$ cat src/rtl/fft_wb_addr_gen.sv
// FFT stage write-back: takes butterfly result pairs and writes them to the
// stage's data memory at the two addresses of the butterfly (span 2^(STAGE-1)).
module fft_wb_addr_gen #(
    parameter int STAGE = 2,
    parameter int N     = 16,
    parameter int SIZE  = 4,
    parameter int DW    = 32
) (
    input  logic            clk,
    input  logic            rst_n,
    input  logic            start_stage,
    input  logic            bf_valid,
    input  logic [DW-1:0]   bf_data_a,
    input  logic [DW-1:0]   bf_data_b,
    output logic            bf_ready,
    output logic            wr_en,
    output logic [SIZE-1:0] wr_ptr,
    output logic [DW-1:0]   wr_data,
    output logic            stage_done,
    output logic [2:0]      state_dbg
);

    // Handshake: a result pair moves on a rising edge where bf_valid && bf_ready.
    // bf_ready never depends on bf_valid, and a producer holding bf_valid while
    // bf_ready is low keeps its pair until a later edge takes it.

    typedef enum logic [2:0] {IDLE, WAIT, WR_A, WR_B, DONE} state_t;

    localparam logic [SIZE-2:0] LAST_P = (SIZE-1)'(N/2 - 1);
    localparam logic [SIZE-1:0] SPAN   = SIZE'(1 << (STAGE - 1));

    state_t          state;
    logic [SIZE-2:0] p;
    logic [SIZE-2:0] p_next;
    logic [DW-1:0]   hold_a;
    logic [DW-1:0]   hold_b;

    // Upper address of pair pp: group index shifted past the butterfly span,
    // offset within the group in the low STAGE-1 bits.
    function automatic logic [SIZE-1:0] addr_a_of(input logic [SIZE-2:0] pp);
        logic [SIZE-1:0] pe;
        logic [SIZE-1:0] k;
        logic [SIZE-1:0] g;
        pe = {1'b0, pp};
        k  = pe & (SPAN - 1'b1);
        g  = pe >> (STAGE - 1);
        return (g << STAGE) | k;
    endfunction

    assign p_next    = p + 1'b1;
    assign state_dbg = state;

    always_ff @(posedge clk or negedge rst_n) begin
        if (!rst_n) begin
            state      <= IDLE;
            p          <= '0;
            hold_a     <= '0;
            hold_b     <= '0;
            bf_ready   <= 1'b0;
            wr_en      <= 1'b0;
            wr_ptr     <= '0;
            wr_data    <= '0;
            stage_done <= 1'b0;
        end else begin
            bf_ready   <= 1'b0;
            wr_en      <= 1'b0;
            stage_done <= 1'b0;
            case (state)
                IDLE: begin
                    if (start_stage) begin
                        state    <= WAIT;
                        p        <= '0;
                        bf_ready <= 1'b1;
                    end
                end
                WAIT: begin
                    if (bf_valid && bf_ready) begin
                        hold_a  <= bf_data_a;
                        hold_b  <= bf_data_b;
                        state   <= WR_A;
                        wr_en   <= 1'b1;
                        wr_ptr  <= addr_a_of(p);
                        wr_data <= bf_data_a;
                    end else begin
                        bf_ready <= 1'b1;
                    end
                end
                WR_A: begin
                    state    <= WR_B;
                    wr_en    <= 1'b1;
                    wr_ptr   <= addr_a_of(p) | SPAN;
                    wr_data  <= hold_b;
                    // The last pair of the stage must not admit another one.
                    bf_ready <= (p != LAST_P);
                end
                WR_B: begin
                    p <= p_next;
                    if (bf_valid && bf_ready) begin
                        hold_a  <= bf_data_a;
                        hold_b  <= bf_data_b;
                        state   <= WR_A;
                        wr_en   <= 1'b1;
                        wr_ptr  <= addr_a_of(p_next);
                        wr_data <= bf_data_a;
                    end else if (p == LAST_P) begin
                        state      <= DONE;
                        stage_done <= 1'b1;
                    end else begin
                        state    <= WAIT;
                        bf_ready <= 1'b1;
                    end
                end
                DONE: begin
                    state <= IDLE;
                end
                default: begin
                    state <= IDLE;
                end
            endcase
        end
    end

endmodule

$ cat config.mk
export PLATFORM = sky130hd
export DESIGN_NAME = fft_wb_addr_gen
export DESIGN_NICKNAME = d
export VERILOG_FILES = /design/src/rtl/fft_wb_addr_gen.sv
export SDC_FILE = /design/constraint.sdc
export NUM_CORES = 1
export LEC_CHECK = 0
export ABC_AREA = 1
export BUFFER_PORTS_ARGS = -buffer_cell sky130_fd_sc_hd__buf_2
export CAP_MARGIN = 20
export CORE_UTILIZATION = 30
export DETAILED_ROUTE_END_ITERATION = 16
export GPL_TIMING_DRIVEN = 0
export SLEW_MARGIN = 5
export SYNTH_ARGS = -nofsm -noshare
export SYNTH_HDL_FRONTEND = slang
export SYNTH_SLANG_ARGS = --single-unit
$ cat constraint.sdc
create_clock -name clk -period 1.2 [get_ports clk]
set_input_delay 0 -clock clk [delete_from_list [all_inputs] [get_ports clk]]
set_output_delay 0 -clock clk [all_outputs]
set_load 0.02 [all_outputs]
# Yosys cells after proc, flatten, opt, wreduce, memory -nomap -nowiden
# Index checks and enable logic that the tools add are counted.
# totals
register_bits	77
out_inout_bits	42
# classes
n_addsub	1
eq_ne	9
muxes	22
bitwise	2
n_reduce_logical	11
# ops
op	n
32-bit one-hot mux with 2 select lines	1
32-bit 2-to-1 mux	1
3-bit 2-to-1 mux	5
3-bit one-hot mux with 4 select lines	1
4-bit one-hot mux with 3 select lines	1
1-bit 2-to-1 mux	8
4-bit 2-to-1 mux	2
4-bit by 1-bit bitwise OR with 4-bit output	2
2-bit AND reduction	4
3-bit by 2-bit == test with 1-bit output, second input constant	2
2-bit != test, second input constant	3
3-bit one-hot mux with 2 select lines	1
1-bit one-hot mux with 4 select lines	1
2-bit nonzero test	2
3-bit by 1-bit adder with 3-bit output, second input constant	1
3-bit by 1-bit == test with 1-bit output, second input constant	1
3-bit == test, second input constant	1
3-bit zero test	1
3-bit != test, second input constant	1
3-bit AND reduction	1
3-bit nonzero test	1
2-bit by 1-bit != test with 1-bit output, second input constant	1
1-bit one-hot mux with 2 select lines	1
2-bit OR reduction	1
1-bit logical AND	1

# Longest topological paths before layout
# Gate-level depths: netlist (run 1).
# logic_depth
ltp_word	4
depth_mapped	9

# Least setup slack after synthesis (run 1)
# No wires, ideal clock.
# synth_timing
path_type	register -> register
from	register state[2], in the netlist state_dbg[2]
to	register wr_data[0]
setup_time_ps	117
arrival_ps	1197
required_ps	1083
slack_ps	-114
stages_incl_launch_ff	10
n_path_buf	1
period_less_slack_ps	1314
path_cell_list	dfrtp_1 inv_2 nand2_4 inv_2 nand2_4 nand2_8 inv_6 buf_6 nand2_1 nand2_1
# synth_between
elab_chain_cells	4
elab_cells_between_ends	8
classes_between	eq/ne (4); mux (1); reduce/logical (3)
# synth_rtl
item	line_no	text
start, declared	32	state_t state;
start signal, assigned	55	state <= IDLE;
start signal, assigned	71	state <= WAIT;
start signal, assigned	80	state <= WR_A;
3-bit by 2-bit == test with 1-bit output or 3-bit by 1-bit == test with 1-bit output (tied branches)	68	case (state)
2-bit OR reduction (no line)	--	
2-bit by 1-bit != test with 1-bit output (no line) or 2-bit nonzero test (tied branches)	--	
2-bit AND reduction (no line)	--	
end signal, assigned	83	wr_data <= bf_data_a;
end signal, assigned	92	wr_data <= hold_b;
end signal, assigned	104	wr_data <= bf_data_a;
end, declared	18	output logic [DW-1:0] wr_data,
# Parallel ways exist; a longest one is shown, timed or not.
# A chain may end at the register's enable or synchronous reset.

# Final worst setup path (run 1)
# layout_timing
from	register state[0], in the netlist state_dbg[0]
to	register wr_data[15]
# The elaborated chain is that of the path after synthesis.

==> out/metrics.yaml, run 1 <==
ir_drop_uv: 1340
final_area_um2: 5850
firstDrtPassIters: 4
max-clock-path-buffers: 2
timing.final.crit_share_pct: 107
postPlaceCellArea_um2: 4280
portBuffers: 109
die_y_um: 110
ys_seq_elements: 77
grt_max_degree: 41
path_class: "flop to flop"
routedWlPerCell_um: 13.4
slew_viol_final: 0
tightest_slew_ns: 0.521
drtIter0Drc: 181
clock_skew_ns: 0.00714
switchingPower_mw: 6.12
clock-sinks: 77
cts-root-buf: "clkbuf_16"
place_worst_setup_slack_ns: -0.208
finalWirelength_um: 10800
comb_power_share_pct: 53.9
diodes: 0
ys_seq_area_share_pct: 54.7
rows: 39
path_max_fanout: 5
die_w_um: 110
power.density_nw_per_um2: 2580
fin_hold_ws_ns: 0.0149
hold_violations: 0
max_slew_margin_pct: 65.3
fin_crit_ns: 1.29
hpwl_um: 6670
drc: 0
ant_nets: 0
end_kind: "flop"
power.sequential.fraction_pct: 29.1
globalRouteTotalUtil_pct: 18.2
antenna_found_initial: 0
drv_cap: 0
synth_area_um2: 3520
worst-endpoint-arrival_ns: 1.52
final_cell_mix: "258 x nand2_1, 110 x buf_2, 74 x dfrtp_1"
setup_viol: 70
h-tree-depth: 3
io_pins: 110
utilization_pct: 51.2
leakagePower_nw: 3.23
synthCells: 448
rsz0062_at_grt: "true"
place_congestion: 0.779
core_area_um2: 11400
ys_types: 21
synth_nets: 518
cts.reportedPaths.clkPinSlew_ns: 0.06
clk_latency_ns: 0.34
final_cells: 810
first_global_vias: 3419
avgViaCountPerCell: 4.40
hold_path_class: "input pin to flop"
fin_nets: 732
grt_overflow: 0
finalPower_mw: 15.1
layout_commonest_cell: "nand2_1"
synthesis.yosys.warnings: 0
die_area_um2: 12200
startpoint_type: "flop"
fmax_mhz: 777
syn_to_final_growth_pct: 66.1
cts_tree: "yes"
failed_checks: "negative setup slack"
drive_above_1_share_pct: 32.2
dr_total_vias: 3568
worst_slack_ns: -0.0864
clock_power_share_pct: 17.0
syn_area_per_cell_um2: 7.86
numCtsBuffers: 9
outcome: "finished, violations left"
netSwitchingFraction_pct: 40.6
grt_pass1_wl_um: 16400
initial_core_util_pct: 30.8
p_int_mw: 8.96
dp.cells: 701
required_ns: 1.43
setup-tns-final_ns: -3.57
[Yosys cell counts, drive strengths merged]
library cell,n,area share [%]
nand2,279,31
dfrtp,77,55
nand3,37,5.4
buf,19,4.4
inv,15,1.7
nor2,9,0.96
clkbuf,3,0.32
ha,2,0.71
nor3,2,0.28
o21ai,2,0.28
a21oi,1,0.14
nand4,1,0.18
xor2,1,0.25
[cell type report]
type                    instances  area [µm²]
plain buffers                  21         268
clock buffers                  11         253
clock inverters                 5        25.0
fillers                      1119        5570
inverters                      15        83.8
multi-input cells             334        1500
flip-flops and latches         77        1930
well taps                     143         179
repair buffers                204        1610
[registers in the layout, indices dropped and copies added, names as in the netlist]
register    cells
state_dbg       3
stage_done      1
wr_en           1
p               3
hold_b         32
wr_ptr          4
wr_data        32
bf_ready        1
[what timing repair did]
action | 4_1_cts | 5_1_grt
hold endpoints to repair | 101 | 0
pin swaps | 6 | 13
gates resized for setup | 55 | 32
hold buffers | 65 | 0
gates cloned | 3 | 5
buffers inserted | 16 | 5
setup endpoints to repair | 73 | 72
[worst paths after layout]
kind,from,slack [ns],cells after the start,end
worst max-delay path,state_dbg[0],-0.09,8,wr_data[15]
worst min-delay path,start_stage,0.01,5,state_dbg[0]
worst max register to register,state_dbg[0],-0.09,8,wr_data[15]
worst min register to register,wr_data[3],0.46,2,wr_data[3]
max in group asynchronous,rst_n,0.43,3,wr_data[21]
min in group asynchronous,rst_n,0.17,2,wr_data[6]
[cells by family (layout without fill, tap and decap cells)]
group,count (synthesis),in the layout,synth area share (%)
xor gates and xnor gates,1,1,0.249
DFF,77,77,54.7
AOI/OAI and AO/OA,3,3,0.426
and+or+nand+nor,328,328,37.4
buffers and inverters,37,256,6.47
adders and majority gates,2,2,0.710
[layer usage]
| metal | wire length, µm | vias up | track usage (%) |
|---|---|---|---|
| met3 | 482 | 21 | 3.76 |
| li1 | - | 1807 | - |
| met4 | 256 | 0 | 9.02 |
| met2 | 5340 | 93 | 31.5 |
| met5 | 0 | - | 0 |
| met1 | 4750 | 1647 | 21.3 |
[critical path: stages (launching register included)]
cell	delay, ns
dfrtp_2	0.45
nand2_8	0.10
clkinv_8	0.07
nand2_8	0.07
nand2_8	0.07
buf_6	0.14
clkbuf_16	0.15
nand2_2	0.06
nand2_1	0.04
[power by group through the flow]
stage / combinational [mW] / sequential, mW / clock (mW)
floorplan: 3.34 / 5.03 / 0
CTS: 7.13 / 4.39 / 2.63
detailed placement: 5.77 / 4.39 / 0
global placement: 5.66 / 4.35 / 0
finish: 8.12 / 4.39 / 2.57
global route: 8.99 / 4.52 / 2.74
No activity file was read; power rests on OpenSTA's default activity.
==> run 2: changes to the inputs <==
--- a/config.mk
+++ b/config.mk
@@ -11,6 +11,7 @@
 export CORE_UTILIZATION = 30
 export DETAILED_ROUTE_END_ITERATION = 16
 export GPL_TIMING_DRIVEN = 0
+export MAX_ROUTING_LAYER = met4
 export SLEW_MARGIN = 5
 export SYNTH_ARGS = -nofsm -noshare
 export SYNTH_HDL_FRONTEND = slang
==> constraint.sdc (replaced) <==
create_clock -name clk -period 1.3 [get_ports clk]
set_input_delay 0 -clock clk [delete_from_list [all_inputs] [get_ports clk]]
set_output_delay 0 -clock clk [all_outputs]
set_load 0.02 [all_outputs]
==> run 2 against run 1 <==
Against the previous run:
- the run still ends with negative setup slack left
- global-route usage fell by 0.13 points
- clock power fell by 3%
- clock skew fell by 0.0024 ns
- die area did not move
- cell count fell by 2.1%
- setup slack improved by 0.077 ns
- first-iteration DRC count rose by 15%
- utilization fell by 3.7 points
- power fell by 18%
- critical path depth did not move
- sequential share of layout area rose by 2.5 points
- via count fell by 3.6%
- largest cell class unchanged
- highest routed layer unchanged
==> out/metrics.yaml, run 2 (same netlist as run 1, synthesis figures left out) <==
drc: 0  # unchanged
routedWlPerCell_um: 12.7  # -5.0%
startpoint_type: "flop"
hold_path_class: "input pin to flop"
postPlaceCellArea_um2: 4280  # unchanged
netSwitchingFraction_pct: 40.7  # +0.14 points
die_w_um: 110  # unchanged
cts-root-buf: "clkbuf_16"
power.sequential.fraction_pct: 32.7  # +3.6 points
numCtsBuffers: 9  # unchanged
tightest_slew_ns: 0.447  # -0.0736 ns
clock-sinks: 77  # unchanged
max_slew_margin_pct: 70.2  # +4.9 points
outcome: "finished, violations left"
firstDrtPassIters: 4  # unchanged
first_global_vias: 3358  # -1.8%
power.density_nw_per_um2: 2290  # -11%
utilization_pct: 47.6  # -3.7 points
reg.largest.list: "hold_b x32, wr_data x32, wr_ptr x4"
syn_to_final_growth_pct: 54.2
portBuffers: 109  # unchanged
comb_power_share_pct: 47.3  # -6.6 points
clk_latency_ns: 0.33  # about the same
antenna_found_initial: 0  # unchanged
hpwl_um: 6680  # +0.27%
fin_nets: 716  # -2.2%
globalRouteTotalUtil_pct: 18.1  # -0.13 points
fill_cells: 1163  # +3.9%
cts_tree: "yes"
switchingPower_mw: 5.06  # -17%
hold-path-cell-count: 4  # -1
worst_slack_ns: -0.00989  # +0.0766 ns
final_cell_mix: "276 x nand2_1, 111 x buf_2, 74 x dfrtp_1"
final_area_um2: 5430  # -7.1%
ir_drop_uv: 1210  # -9.7%
timing.final.crit_share_pct: 101  # -6.4 points
p_int_mw: 7.36  # -18%
grt_overflow: 0  # unchanged
clock_power_share_pct: 20.0  # +3.0 points
failed_checks: "negative setup slack"
path_class: "flop to flop"
setup_viol: 8  # -89%
finalWirelength_um: 10100  # -7.0%
max-clock-path-buffers: 2  # unchanged
dr_total_vias: 3438  # -3.6%
grt_pass1_wl_um: 16100  # -2.0%
slew_viol_final: 0  # unchanged
r2r_cells: 8  # unchanged
drv_cap: 0  # unchanged
drive_above_1_share_pct: 26.3  # -5.9 points
hold_violations: 0  # unchanged
end_kind: "flop"
avgViaCountPerCell: 4.34  # -1.6%
initial_core_util_pct: 30.8  # unchanged
grt_max_degree: 47  # +15%
clock_skew_ns: 0.00477  # -0.00237 ns
ant_nets: 0  # unchanged
die_y_um: 110  # unchanged
diodes: 0  # unchanged
drtIter0Drc: 209  # +15%
layout_commonest_cell: "nand2_1"
worst-endpoint-arrival_ns: 1.53  # about the same
place_congestion: 0.755  # -3.1%
fin_crit_ns: 1.31  # +0.0234 ns
leakagePower_nw: 3.05  # -5.6%
required_ns: 1.52  # +0.09 ns
core_area_um2: 11400  # unchanged
rsz0062_at_grt: "true"
rows: 39  # unchanged
cts.reportedPaths.clkPinSlew_ns: 0.06  # about the same
die_area_um2: 12200  # unchanged
io_pins: 110  # unchanged
path_max_fanout: 9  # +4
h-tree-depth: 3  # unchanged
fmax_mhz: 763  # -1.8%
run 2: timing repair:
| action | 4_1_cts | 5_1_grt |
|---|---|---|
| setup endpoints to repair | 60 | 60 |
| hold buffers | 65 | 0 |
| hold endpoints to repair | 95 | 0 |
| setup buffers | 9 | 3 |
| resized for setup | 14 | 15 |
| gates cloned | 0 | 1 |
| pin swaps | 1 | 1 |
run 2: routing by layer:
metal,GRT usage [%],vias to the layer above,part of all wire (%)
met5,-,-,0
met4,7.52,0,1.8
met3,3.17,14,4.2
met2,30.1,84,49
met1,21.6,1567,45
li1,-,1773,-
run 2: power groups by stage:
stage               logic [mW]  registers (mW)  clock network (mW)
floorplan                 3.07            4.63                   0
global placement          5.18            4.03                   0
detailed placement        5.28            4.07                   0
CTS                       5.71            4.06                2.58
global route              6.66            4.21                2.65
finish                    5.87            4.06                2.49
run 2: worst max-delay path: stages (launching register included):
cell and delay [ns]:
dfrtp_2 0.42, inv_4 0.10, buf_12 0.11, nand3_4 0.11
nand2_8 0.14, inv_8 0.07, clkbuf_16 0.15, nand2_1 0.05
nand2_1 0.05
run 2: layout make-up:
| type | instances | area (µm²) | share of cell area [%] |
|---|---|---|---|
| sequential | 77 | 1930 | 35.5 |
| multi-input combinational | 334 | 1410 | 26.0 |
| timing repair buffer | 188 | 1350 | 24.9 |
| clock buffer | 14 | 264 | 4.86 |
| buffer | 21 | 189 | 3.48 |
| tap | 143 | 179 | 3.29 |
| inverter | 15 | 76.3 | 1.40 |
| clock inverter | 1 | 30.0 | 0.553 |
run 2: through the flow:
step / worst slack [ns] / cells / hold slack [ns] / total power, mW / setup TNS [ns]
2_1_floorplan: 0.00546 / 448 / -0.296 / 7.70 / 0
3_3_place_gp: -0.476 / 700 / 0.234 / 9.21 / -29.86
3_5_place_dp: -0.130 / 701 / -0.0243 / 9.34 / -4.50
4_1_cts: -0.00598 / 790 / 0.0205 / 12.3 / -0.00598
5_1_grt: -0.0832 / 793 / 0.0535 / 13.5 / -1.84
6_report: -0.00989 / 793 / 0.0441 / 12.4 / -0.0508
run 2: path summary, 6_finish.rpt:
| path | slack [ns] | start | endpoint |
|---|---|---|---|
| setup / recovery | -0.01 | state_dbg[2] | wr_data[18] |
| hold / removal | 0.04 | start_stage | p[2] |
| setup reg to reg | -0.01 | state_dbg[2] | wr_data[18] |
| hold reg to reg | 0.46 | wr_data[9] | wr_data[9] |
| max in group asynchronous | 0.54 | rst_n | state_dbg[2] |
| min in group asynchronous | 0.16 | rst_n | wr_data[2] |
